### src/rtl/usbf_rx_crc_strip.sv
// Purpose : receive-side USB DATA packet CRC16 checker; strips the two trailing CRC bytes.
// Latency : payload byte N leaves one cycle after input byte N+2 is accepted; status one cycle after the last byte.
// Backpressure: none; every input byte is consumed and every valid_o beat must be taken downstream.
//
// Ports:
//   clk_i, rst_i            clock, asynchronous active-high reset
//   rx_data_i/rx_valid_i    received byte stream (PID already removed)
//   rx_last_i               marks the final byte (second CRC byte) when rx_valid_i is high
//   rx_abort_i              PHY error: discard the packet in flight
//   data_o/valid_o/last_o   payload stream with the CRC bytes removed
//   done_o                  one-cycle pulse, packet complete and crc_err_o updated
//   crc_err_o               status of the last completed packet, held until the next done_o
//   err_count_o             saturating CRC error count when USBF_CRC_ERR_COUNT_EN is defined, else 0
//
// Build option: define USBF_CRC_ERR_COUNT_EN to build the error counter.
module usbf_rx_crc_strip (
  input  logic       clk_i,
  input  logic       rst_i,
  input  logic [7:0] rx_data_i,
  input  logic       rx_valid_i,
  input  logic       rx_last_i,
  input  logic       rx_abort_i,
  output logic [7:0] data_o,
  output logic       valid_o,
  output logic       last_o,
  output logic       done_o,
  output logic       crc_err_o,
  output logic [7:0] err_count_o
);

  localparam logic [1:0] ST_IDLE  = 2'd0;
  localparam logic [1:0] ST_HOLD1 = 2'd1;
  localparam logic [1:0] ST_HOLD2 = 2'd2;

  // Reflected CRC16 (poly 0x8005 -> 0xA001), data consumed LSB first as on the wire.
  function automatic logic [15:0] usbf_crc16(input logic [15:0] crc, input logic [7:0] d);
    logic [15:0] c;
    c = crc;
    for (int i = 0; i < 8; i++) begin
      if (c[0] ^ d[i]) c = (c >> 1) ^ 16'hA001;
      else             c = c >> 1;
    end
    return c;
  endfunction

  logic [1:0]  state_q;
  logic [15:0] crc_q;
  logic [7:0]  h0_q;
  logic [7:0]  h1_q;

  logic [15:0] crc_base;
  logic [15:0] crc_next;
  logic        accept;
  logic        pkt_end;
  logic        pkt_err;

  always_comb begin
    // The first byte of a packet starts from the seed rather than the stale register.
    crc_base = (state_q == ST_IDLE) ? 16'hFFFF : crc_q;
    crc_next = usbf_crc16(crc_base, rx_data_i);
    accept   = rx_valid_i && !rx_abort_i;
    pkt_end  = accept && rx_last_i;
    // A packet ending on its first byte cannot carry a CRC at all.
    pkt_err  = (state_q == ST_IDLE) ? 1'b1 : (crc_next != 16'hB001);
  end

  always_ff @(posedge clk_i or posedge rst_i) begin
    if (rst_i) begin
      state_q   <= ST_IDLE;
      crc_q     <= 16'hFFFF;
      h0_q      <= 8'h00;
      h1_q      <= 8'h00;
      data_o    <= 8'h00;
      valid_o   <= 1'b0;
      last_o    <= 1'b0;
      done_o    <= 1'b0;
      crc_err_o <= 1'b0;
    end else begin
      valid_o <= 1'b0;
      last_o  <= 1'b0;
      done_o  <= 1'b0;
      if (rx_abort_i) begin
        // Held bytes are simply forgotten; status from the previous packet stays.
        state_q <= ST_IDLE;
      end else if (rx_valid_i) begin
        crc_q <= crc_next;
        h1_q  <= rx_data_i;
        case (state_q)
          ST_IDLE: begin
            state_q <= ST_HOLD1;
          end
          ST_HOLD1: begin
            h0_q    <= h1_q;
            state_q <= ST_HOLD2;
          end
          ST_HOLD2: begin
            data_o  <= h0_q;
            valid_o <= 1'b1;
            h0_q    <= h1_q;
            last_o  <= rx_last_i;
          end
          default: begin
            state_q <= ST_IDLE;
          end
        endcase
        if (rx_last_i) begin
          state_q   <= ST_IDLE;
          done_o    <= 1'b1;
          crc_err_o <= pkt_err;
        end
      end
    end
  end

`ifdef USBF_CRC_ERR_COUNT_EN
  logic [7:0] err_count_q;

  // Updates on the same edge as done_o so the count and status line up.
  always_ff @(posedge clk_i or posedge rst_i) begin
    if (rst_i) begin
      err_count_q <= 8'h00;
    end else if (pkt_end && pkt_err && (err_count_q != 8'hFF)) begin
      err_count_q <= err_count_q + 8'd1;
    end
  end

  assign err_count_o = err_count_q;
`else
  assign err_count_o = 8'h00;
`endif

  // Only the packet-end qualifier matters to the counter; keep the default build tidy.
  logic unused_ok;
  assign unused_ok = pkt_end;

endmodule

### config.mk
export PLATFORM = sky130hd
export DESIGN_NAME = usbf_rx_crc_strip
export DESIGN_NICKNAME = d
export VERILOG_FILES = /design/src/rtl/usbf_rx_crc_strip.sv
export SDC_FILE = /design/constraint.sdc
export NUM_CORES = 1
export LEC_CHECK = 0
export CAP_MARGIN = 20
export CORE_AREA = 8 8 71 73
export CTS_BUF_LIST = sky130_fd_sc_hd__clkbuf_8
export DETAILED_ROUTE_END_ITERATION = 16
export DIE_AREA = 0 0 79 81
export DONT_BUFFER_PORTS = 1
export PLACE_DENSITY = 0.8
export SLEW_MARGIN = 30
export SYNTH_ARGS = -nofsm -noshare
export SYNTH_HDL_FRONTEND = slang
export SYNTH_SLANG_ARGS = --single-unit
### constraint.sdc
create_clock -name clk_i -period 3.55 [get_ports clk_i]
set_clock_uncertainty 0.2 [all_clocks]
set_input_delay 0.355 -clock clk_i [delete_from_list [all_inputs] [get_ports clk_i]]
set_output_delay 0.355 -clock clk_i [all_outputs]
set_load 0.005 [all_outputs]
==> flow_summary.json, run 1 <==
{
  "num_vias": 1661,
  "p_seq_share_pct": 53.5,
  "required_ps": 3580,
  "max-vdd-ir-drop_mv": 0.250,
  "switching_share_pct": 30.0,
  "cp-startpoint": "state_q[0]",
  "finalNetCount": 269,
  "grt_max_degree": 47,
  "cts_tree": "built",
  "start_util_pct": 63.7,
  "final.min_clock_period_ps": 3040,
  "reg2reg_from": "state_q[0]",
  "ys_types": 44,
  "whs_ps": 25.1,
  "clock_latency_ps": 300,
  "finalCoreUtilization_pct": 67.9,
  "start_kind": "flop",
  "rsz0062_at_grt": "false",
  "hold_class": "input pin to flop",
  "grt_usage_pct": 16.3,
  "p_int_w": 0.000969,
  "core_area_um2": 3910,
  "cts_setup_buffers": 0,
  "ant_nets": 0,
  "path_class": "flop to flop",
  "ys_ff_latch": 46,
  "num_rows": 23,
  "drt_pre_antenna_iters": 4,
  "grt_pass1_vias": 1714,
  "finalPower_w": 0.00138,
  "antenna_cells": 0,
  "path_cells": "inv_1 -> ha_1 -> inv_1 -> and3_1 -> o211ai_1 -> and2_4 -> xnor3_1 -> mux2_4",
  "ioPinCount": 33,
  "portBuffers": 0,
  "numCtsBuffers": 5,
  "leakage_nw": 1.21,
  "htree_levels": 2,
  "yosys_warnings": 0,
  "maxSlewHeadroom_pct": 43.3,
  "crit_fanout": 24,
  "max-cap-violations": 0,
  "reg2regPathDepth": 8,
  "cts.clk_slew.worst_paths_ps": 80,
  "syn_to_final_growth_pct": 6.57,
  "die_area_um2": 6400,
  "slew_violations": 0,
  "reg2reg_slack_ps": 510,
  "tightest_slew_ps": 850,
  "crit_path_top_delay_cell": "ha_1",
  "vias_per_cell": 5.48,
  "ys_seq_area_share_pct": 46.9,
  "die_h_um": 81,
  "syn_area_um2": 2490,
  "path_buf_inv": 2,
  "grt_overflow_total": 0,
  "worst_path_most_repeated_cell": "inv_1",
  "die_width_um": 79,
  "syn_avg_cell_area_um2": 10.1,
  "synthFlopType": "dfrtp_1",
  "cts_max_path_buffers": 2,
  "final_hold_viol_count": 0,
  "endpoint_kind": "flop",
  "wl_per_cell_um": 16.1,
  "place.gp.congestion": 0.855,
  "p_clk_share_pct": 22.6,
  "wirelength_um": 4880,
  "crit_cells": 8,
  "root_buffer": "clkbuf_8",
  "final_area_um2": 2660,
  "syn_inst": 248,
  "crit_family": "adder cells",
  "fmax_ghz": 0.329,
  "dp_hpwl_um": 3340,
  "crit_arrival_ps": 3080,
  "async_reset_ff_share_pct": 100,
  "post-route-period-util_pct": 85.7,
  "cts_resized": 0,
  "layout-drive-gt1-share_pct": 19.0,
  "drt_iter0_drc": 102,
  "r2r-end": "crc_q[0]",
  "grt_pass1_wl_um": 8120,
  "place_area_um2": 2470,
  "clock_sinks": 46,
  "combPwrFrac_pct": 23.9,
  "tns_ps": 0,
  "cts.hold.buffers_added": 10,
  "drc_errors": 0,
  "setup_viol": 0,
  "antenna_found_initial": 0,
  "critPathMaxStageDelay_ps": 730,
  "hold_path.startpoint": "rx_last_i",
  "crit_path_end": "crc_q[0]",
  "netSwitchingPower_w": 0.000416,
  "synth_edf_count": 0,
  "outcome": "finished clean",
  "pwr_density_cell_nw_per_um2": 521
}
-- power groups by stage --
stage	combinational, W	sequential (W)	clock, W
floorplan	0.000306	0.000710	0
global placement	0.000307	0.000745	0
finish	0.000331	0.000741	0.000313
detailed placement	0.000318	0.000749	0
global route	0.000367	0.000757	0.000347
CTS	0.000331	0.000739	0.000322
-- area by class of cell --
class	count	area, µm²
fillers	321	1250
multi-input cells	180	1200
flip-flops and latches	46	1170
repair buffers	12	115
clock buffers	5	68.8
well taps	50	62.6
inverters	7	27.5
clock inverters	3	17.5
-- synthesized netlist by cell type (all sizes together), types with 3 or more instances --
library cell / n / share of area, %
ha: 4 / 2.0
a21oi: 5 / 1.0
nand2: 44 / 6.6
and3: 3 / 0.75
nor3b: 3 / 0.90
clkbuf: 9 / 1.4
nor2: 16 / 2.5
inv: 7 / 1.1
mux2: 17 / 7.8
mux2i: 3 / 1.2
o21ai: 19 / 3.8
xor2: 6 / 2.1
buf: 13 / 3.9
nor2b: 4 / 1.1
xnor2: 23 / 8.1
dfstp: 16 / 17
dfrtp: 30 / 30
-- worst min-delay path by stage --
stage	end	slack, ps	cells past startpoint
floorplan	state_q[0]	220	1
global placement	state_q[1]	230	1
detailed placement	state_q[0]	230	1
CTS	last_o	20	1
global route	last_o	20	1
finish	last_o	30	1
-- metal layers --
metal  share of wire (%)  vias to the layer above  wire, µm  GRT usage (%)
met3                 5.8                       12       284           4.75
li1                    -                      810         -              -
met5                   0                        -         0              0
met4                 2.8                        0       137           7.78
met2                  49                       43      2390           27.6
met1                  42                      796      2070           18.6
-- metrics by stage --
step | instances | worst slack, ps
CTS | 303 | 537
detailed placement | 285 | 572
global route | 303 | 369
floorplan | 255 | 1140
finish | 303 | 506
global placement | 285 | 727
-- cells in the final DEF, fill, tap and decap left out, drive strengths merged, types with 3 or more instances in the layout --
cell type	instances
nor2	16
ha	4
mux2i	3
inv	7
dfstp	16
dlygate4sd3	10
xor2	6
a21oi	5
clkinv	3
and3	3
clkbuf	5
nand2	44
conb	8
nor2b	4
xnor2	23
mux2	17
nor3b	3
o21ai	19
dfrtp	30
-- sequential cells by signal, summed over array words and instances, names as in the netlist --
register	count
crc_q	16
data_o	8
h0_q	8
h1_q	8
state_q	2
crc_err_o	1
done_o	1
last_o	1
valid_o	1
-- cells by family (layout without fill, tap and decap cells) --
| family | Yosys count | in the layout | synth area share (%) |
|---|---|---|---|
| other | 1 | 8 | 0.150 |
| and+or+nand+nor | 82 | 82 | 15.4 |
| AOI/OAI and AO/OA | 35 | 35 | 8.17 |
| muxes | 20 | 20 | 9.03 |
| buffers and inverters | 29 | 27 | 6.27 |
| DFF | 46 | 46 | 46.9 |
| xor gates and xnor gates | 31 | 31 | 12.0 |
| adders and majority gates | 4 | 4 | 2.01 |
Note: power is estimated with default switching activity, not from simulation.
==> run 2: changes to the inputs <==
--- a/config.mk
+++ b/config.mk
@@ -6,10 +6,10 @@
 export NUM_CORES = 1
 export LEC_CHECK = 0
 export CAP_MARGIN = 20
-export CORE_AREA = 8 8 71 73
+export CORE_AREA = 2 2 65 67
 export CTS_BUF_LIST = sky130_fd_sc_hd__clkbuf_8
 export DETAILED_ROUTE_END_ITERATION = 16
-export DIE_AREA = 0 0 79 81
+export DIE_AREA = 0 0 67 69
 export DONT_BUFFER_PORTS = 1
 export PLACE_DENSITY = 0.8
 export SLEW_MARGIN = 30
==> run 2 against run 1 <==
Against the previous run: setup slack better by 57 ps; sequential share of layout area down 0.41 points; count of clock-buffer cells in the layout unchanged; critical path type unchanged; clock power up 29%; non-clock buffer count unchanged; design area up 0.94%; utilization up 0.64 points; critical endpoint unchanged; largest cell class unchanged; first-iteration DRC count up 9.8%; global-route usage up 6.5 points; hold slack worse by 19 ps; power up 6.1%; fmax up 1.9%.
==> flow_summary.json, run 2 (synthesis results as in run 1) <==
{
  "portBuffers": 0,
  "max-vdd-ir-drop_mv": 0.288,
  "place_area_um2": 2470,
  "pwr_density_cell_nw_per_um2": 548,
  "final_hold_viol_count": 0,
  "required_ps": 3590,
  "clock_latency_ps": 300,
  "critPathMaxStageDelay_ps": 700,
  "die_h_um": 69,
  "tightest_slew_ps": 813,
  "grt_overflow_total": 0,
  "setup_viol": 0,
  "fmax_ghz": 0.335,
  "max-cap-violations": 0,
  "die_area_um2": 4620,
  "cts.clk_slew.worst_paths_ps": 90,
  "ioPinCount": 33,
  "cts_tree": "built",
  "crit_arrival_ps": 3030,
  "outcome": "finished clean",
  "clock_sinks": 46,
  "root_buffer": "clkbuf_8",
  "crit_fanout": 24,
  "drt_iter0_drc": 112,
  "wl_per_cell_um": 15.2,
  "wirelength_um": 4620,
  "crit_path_top_delay_cell": "ha_1",
  "leakage_nw": 1.22,
  "final_area_um2": 2680,
  "post-route-period-util_pct": 84.2,
  "core_area_um2": 3910,
  "layout-drive-gt1-share_pct": 19.0,
  "whs_ps": 5.67,
  "rsz0062_at_grt": "false",
  "cts_resized": 0,
  "grt_pass1_wl_um": 7990,
  "slew_violations": 0,
  "path_class": "flop to flop",
  "stdcell_count": 303,
  "grt_max_degree": 36,
  "cts_max_path_buffers": 2,
  "path_buf_inv": 1,
  "start_util_pct": 63.7,
  "endpoint_kind": "flop",
  "die_width_um": 67,
  "antenna_cells": 0,
  "antenna_found_initial": 0,
  "htree_levels": 2,
  "path_cells": "inv_1 -> ha_1 -> nor2_1 -> xnor2_1 -> xnor2_1 -> xnor2_1 -> xnor3_1 -> mux2_4",
  "largest_register_ffs": 16,
  "dp_hpwl_um": 3180,
  "hold_class": "input pin to flop",
  "final_common_cell": "nand2_1",
  "grt_pass1_vias": 1647,
  "worst_path_most_repeated_cell": "xnor2_1",
  "tns_ps": 0,
  "cts_setup_buffers": 0,
  "grt_usage_pct": 22.8,
  "numCtsBuffers": 5,
  "dp_cells": 285,
  "vias_per_cell": 5.59,
  "drt_pre_antenna_iters": 4,
  "place.gp.congestion": 0.870,
  "final.min_clock_period_ps": 2990,
  "ant_nets": 0,
  "regMostFlops": "crc_q",
  "layout_common_cells": "44 x nand2_1, 30 x dfrtp_1, 23 x xnor2_1, 16 x mux2_2, 16 x dfstp_2",
  "start_kind": "flop",
  "num_vias": 1694,
  "syn_to_final_growth_pct": 7.57,
  "crit_family": "XOR/XNOR gates",
  "finalNetCount": 269,
  "num_rows": 23,
  "maxSlewHeadroom_pct": 45.8,
  "drc_errors": 0
}
[run 2: where the power goes]
group          internal, W  total, W  switching [W]
clock             0.000211  0.000404       0.000192
sequential        0.000652  0.000739      0.0000864
combinational     0.000180  0.000328       0.000148
total              0.00104   0.00147       0.000426
[run 2: stage by stage]
step	power, W	setup WS (ps)	utilization, %
2_1_floorplan	0.00102	1140	-
3_3_place_gp	0.00105	721	63.1
3_5_place_dp	0.00107	631	63.1
4_1_cts	0.00147	587	68.6
5_1_grt	0.00156	409	68.6
6_report	0.00147	563	68.6
[run 2: final timing paths]
check / start / to / slack, ps / cells past startpoint
worst max register to register: state_q[0] / crc_q[0] / 560 / 8
min in group asynchronous: rst_i / data_o[1] / 320 / 2
worst min-delay path: rx_last_i / last_o / 6 / 1
worst min register to register: crc_q[9] / crc_q[9] / 270 / 2
max in group asynchronous: rst_i / crc_q[11] / 2060 / 3
worst max-delay path: state_q[0] / crc_q[0] / 560 / 8
[run 2: area by class of cell]
cell class | count | area, µm²
Sequential cell | 46 | 1170
Timing Repair Buffer | 12 | 115
Multi-Input combinational cell | 180 | 1200
Tap cell | 50 | 62.6
Inverter | 7 | 26.3
Clock inverter | 3 | 43.8
Clock buffer | 5 | 68.8
Fill cell | 315 | 1230
[run 2: timing repair]
item | 4_1_cts | 5_1_grt
hold buffers | 10 | 0
setup endpoints to repair | 0 | 0
endpoints found under the hold margin | 24 | 0
[run 2: layer usage]
metal  vias to the layer above  track usage, %  share of wire (%)
met5                         -               0                  0
met4                         0            7.94                2.4
met3                        11            5.22                4.2
met2                        42            34.8                 48
met1                       828            31.6                 46
li1                        813               -                  -
==> run 3: changes to the inputs <==
--- a/config.mk
+++ b/config.mk
@@ -6,12 +6,12 @@
 export NUM_CORES = 1
 export LEC_CHECK = 0
 export CAP_MARGIN = 20
-export CORE_AREA = 2 2 65 67
+export CORE_AREA = 2 2 69 71
 export CTS_BUF_LIST = sky130_fd_sc_hd__clkbuf_8
 export DETAILED_ROUTE_END_ITERATION = 16
-export DIE_AREA = 0 0 67 69
+export DIE_AREA = 0 0 71 73
 export DONT_BUFFER_PORTS = 1
-export PLACE_DENSITY = 0.8
+export PLACE_DENSITY = 0.75
 export SLEW_MARGIN = 30
 export SYNTH_ARGS = -nofsm -noshare
 export SYNTH_HDL_FRONTEND = slang
==> constraint.sdc (replaced) <==
create_clock -name clk_i -period 2.5 [get_ports clk_i]
set_clock_uncertainty 0.2 [all_clocks]
set_input_delay 0.25 -clock clk_i [delete_from_list [all_inputs] [get_ports clk_i]]
set_output_delay 0.25 -clock clk_i [all_outputs]
set_load 0.005 [all_outputs]
==> run 3 against run 2 <==
Against the previous run: combinational power increased by 62%; via count increased by 2.6%; routed wire length increased by 7.7%; register-to-register slack got worse by 490 ps; critical path type unchanged; critical endpoint unchanged; largest cell class unchanged.
==> flow_summary.json, run 3 (synthesis results as in run 1) <==
{
  "cts_setup_buffers": 0,
  "endpoint_kind": "flop",
  "cts_max_path_buffers": 2,
  "drt_pre_antenna_iters": 4,
  "final.min_clock_period_ps": 2430,
  "layout-drive-gt1-share_pct": 23.0,
  "largest_register_ffs": 16,
  "reg2regPathDepth": 7,
  "post-place-ws_ps": -16.7,
  "cts.clk_slew.worst_paths_ps": 90,
  "required_ps": 2530,
  "hold_class": "input pin to flop",
  "layout_common_cells": "44 x nand2_1, 30 x dfrtp_1, 22 x xnor2_1, 16 x mux2_2, 16 x dfstp_2",
  "wirelength_um": 4970,
  "max-vdd-ir-drop_mv": 0.251,
  "wl_per_cell_um": 15.6,
  "tightest_slew_ps": 742,
  "pwr_density_cell_nw_per_um2": 786,
  "reg2reg_slack_ps": 70,
  "whs_endpoint": "crc_q[12]",
  "antenna_cells": 0,
  "clock_latency_ps": 300,
  "cts_tree": "built",
  "final_hold_viol_count": 0,
  "final_area_um2": 2830,
  "crit_fanout": 9,
  "grt_pass1_wl_um": 8090,
  "outcome": "finished clean",
  "numCtsBuffers": 5,
  "grt_usage_pct": 20.4,
  "drt_iter0_drc": 121,
  "grt_max_degree": 47,
  "final_common_cell": "nand2_1",
  "start_kind": "flop",
  "maxSlewHeadroom_pct": 50.5,
  "core_area_um2": 4540,
  "slew_violations": 0,
  "portBuffers": 0,
  "vias_per_cell": 5.45,
  "grt_overflow_total": 0,
  "clock_sinks": 46,
  "antenna_found_initial": 0,
  "post-route-period-util_pct": 97.1,
  "grt_pass1_vias": 1695,
  "r2r-end": "crc_q[0]",
  "setup_ws_ps": 72.8,
  "fmax_ghz": 0.412,
  "max-cap-violations": 0,
  "place.gp.congestion": 0.846,
  "start_util_pct": 55.0,
  "die_area_um2": 5180,
  "num_vias": 1738,
  "regMostFlops": "crc_q",
  "root_buffer": "clkbuf_8",
  "num_rows": 25,
  "setup_viol": 0,
  "die_h_um": 73,
  "worstHoldPathCells": 3,
  "place_area_um2": 2560,
  "path_class": "flop to flop",
  "finalNetCount": 281,
  "hold_path.startpoint": "rx_data_i[5]",
  "ant_nets": 0,
  "leakage_nw": 1.30,
  "die_width_um": 71,
  "ioPinCount": 33,
  "reg2reg_from": "state_q[0]",
  "crit_arrival_ps": 2460,
  "htree_levels": 2,
  "syn_to_final_growth_pct": 13.2,
  "dp_hpwl_um": 3430,
  "rsz0062_at_grt": "false",
  "drc_errors": 0
}
## run 3: cell types whose count changed in the layout (fill, tap and decap cells not counted)
cell           change
buf_4             +11
bufinv_16          +1
clkinv_1           -1
clkinv_4           +1
dlygate4sd3_1      +1
ha_1               -1
ha_4               +1
inv_6              -1
nand2b_1           +1
nand2b_2           -1
xnor2_1            -1
xnor2_2            +1
## run 3: timing repair
action / CTS / global route
hold endpoints to repair: 44 / 0
setup endpoints to repair: 1 / 1
resized for setup: 1 / 2
hold buffers: 11 / 0
## run 3: worst max path at each step
stage               startpoint        to  slack [ps]  cells past startpoint
detailed placement  state_q[0]  crc_q[0]         -20                      7
finish              state_q[0]  crc_q[0]          70                      7
floorplan           state_q[0]  crc_q[0]          90                      7
global route        state_q[1]  crc_q[0]          10                      7
CTS                 state_q[0]  crc_q[0]          30                      7
global placement    state_q[1]  crc_q[0]          70                      7
## run 3: worst max-delay path, stage by stage, from the launching register on
cell	delay, ps
dfrtp_1	360
inv_1	80
ha_4	200
or3_4	410
a211o_1	330
and2_4	170
xnor3_1	340
mux2_4	260
## run 3: layout make-up
class | count | area [µm²]
Tap cell | 54 | 67.6
Fill cell | 363 | 1710
Sequential cell | 46 | 1170
Clock inverter | 3 | 68.8
Multi-Input combinational cell | 180 | 1210
Clock buffer | 5 | 68.8
Timing Repair Buffer | 24 | 208
Inverter | 7 | 27.5
## run 3: power by group
group          switching (W)  internal (W)  total (W)
logic               0.000240      0.000290   0.000530
clock network       0.000254      0.000400   0.000654
registers           0.000109      0.000926    0.00103
## run 3: stage by stage
stage	hold WS [ps]	utilization, %	power, W	setup TNS (ps)	instances
after global placement	118	56.4	0.00153	0	300
after global routing	18.2	62.3	0.00233	0	319
after CTS	4.38	61.9	0.00222	0	319
after floorplan	116	-	0.00144	0	255
final	5.25	62.3	0.00222	0	319
after detailed placement	119	56.4	0.00155	-16.7	300
## run 3: metal layers
metal  routed length, µm  global-route usage [%]  vias to the layer above
met3                 193                    3.87                       12
met5                   0                       0                        -
met2                2550                    34.7                       46
met4                 127                    8.18                        0
met1                2100                    25.7                      846
li1                    -                       -                      834
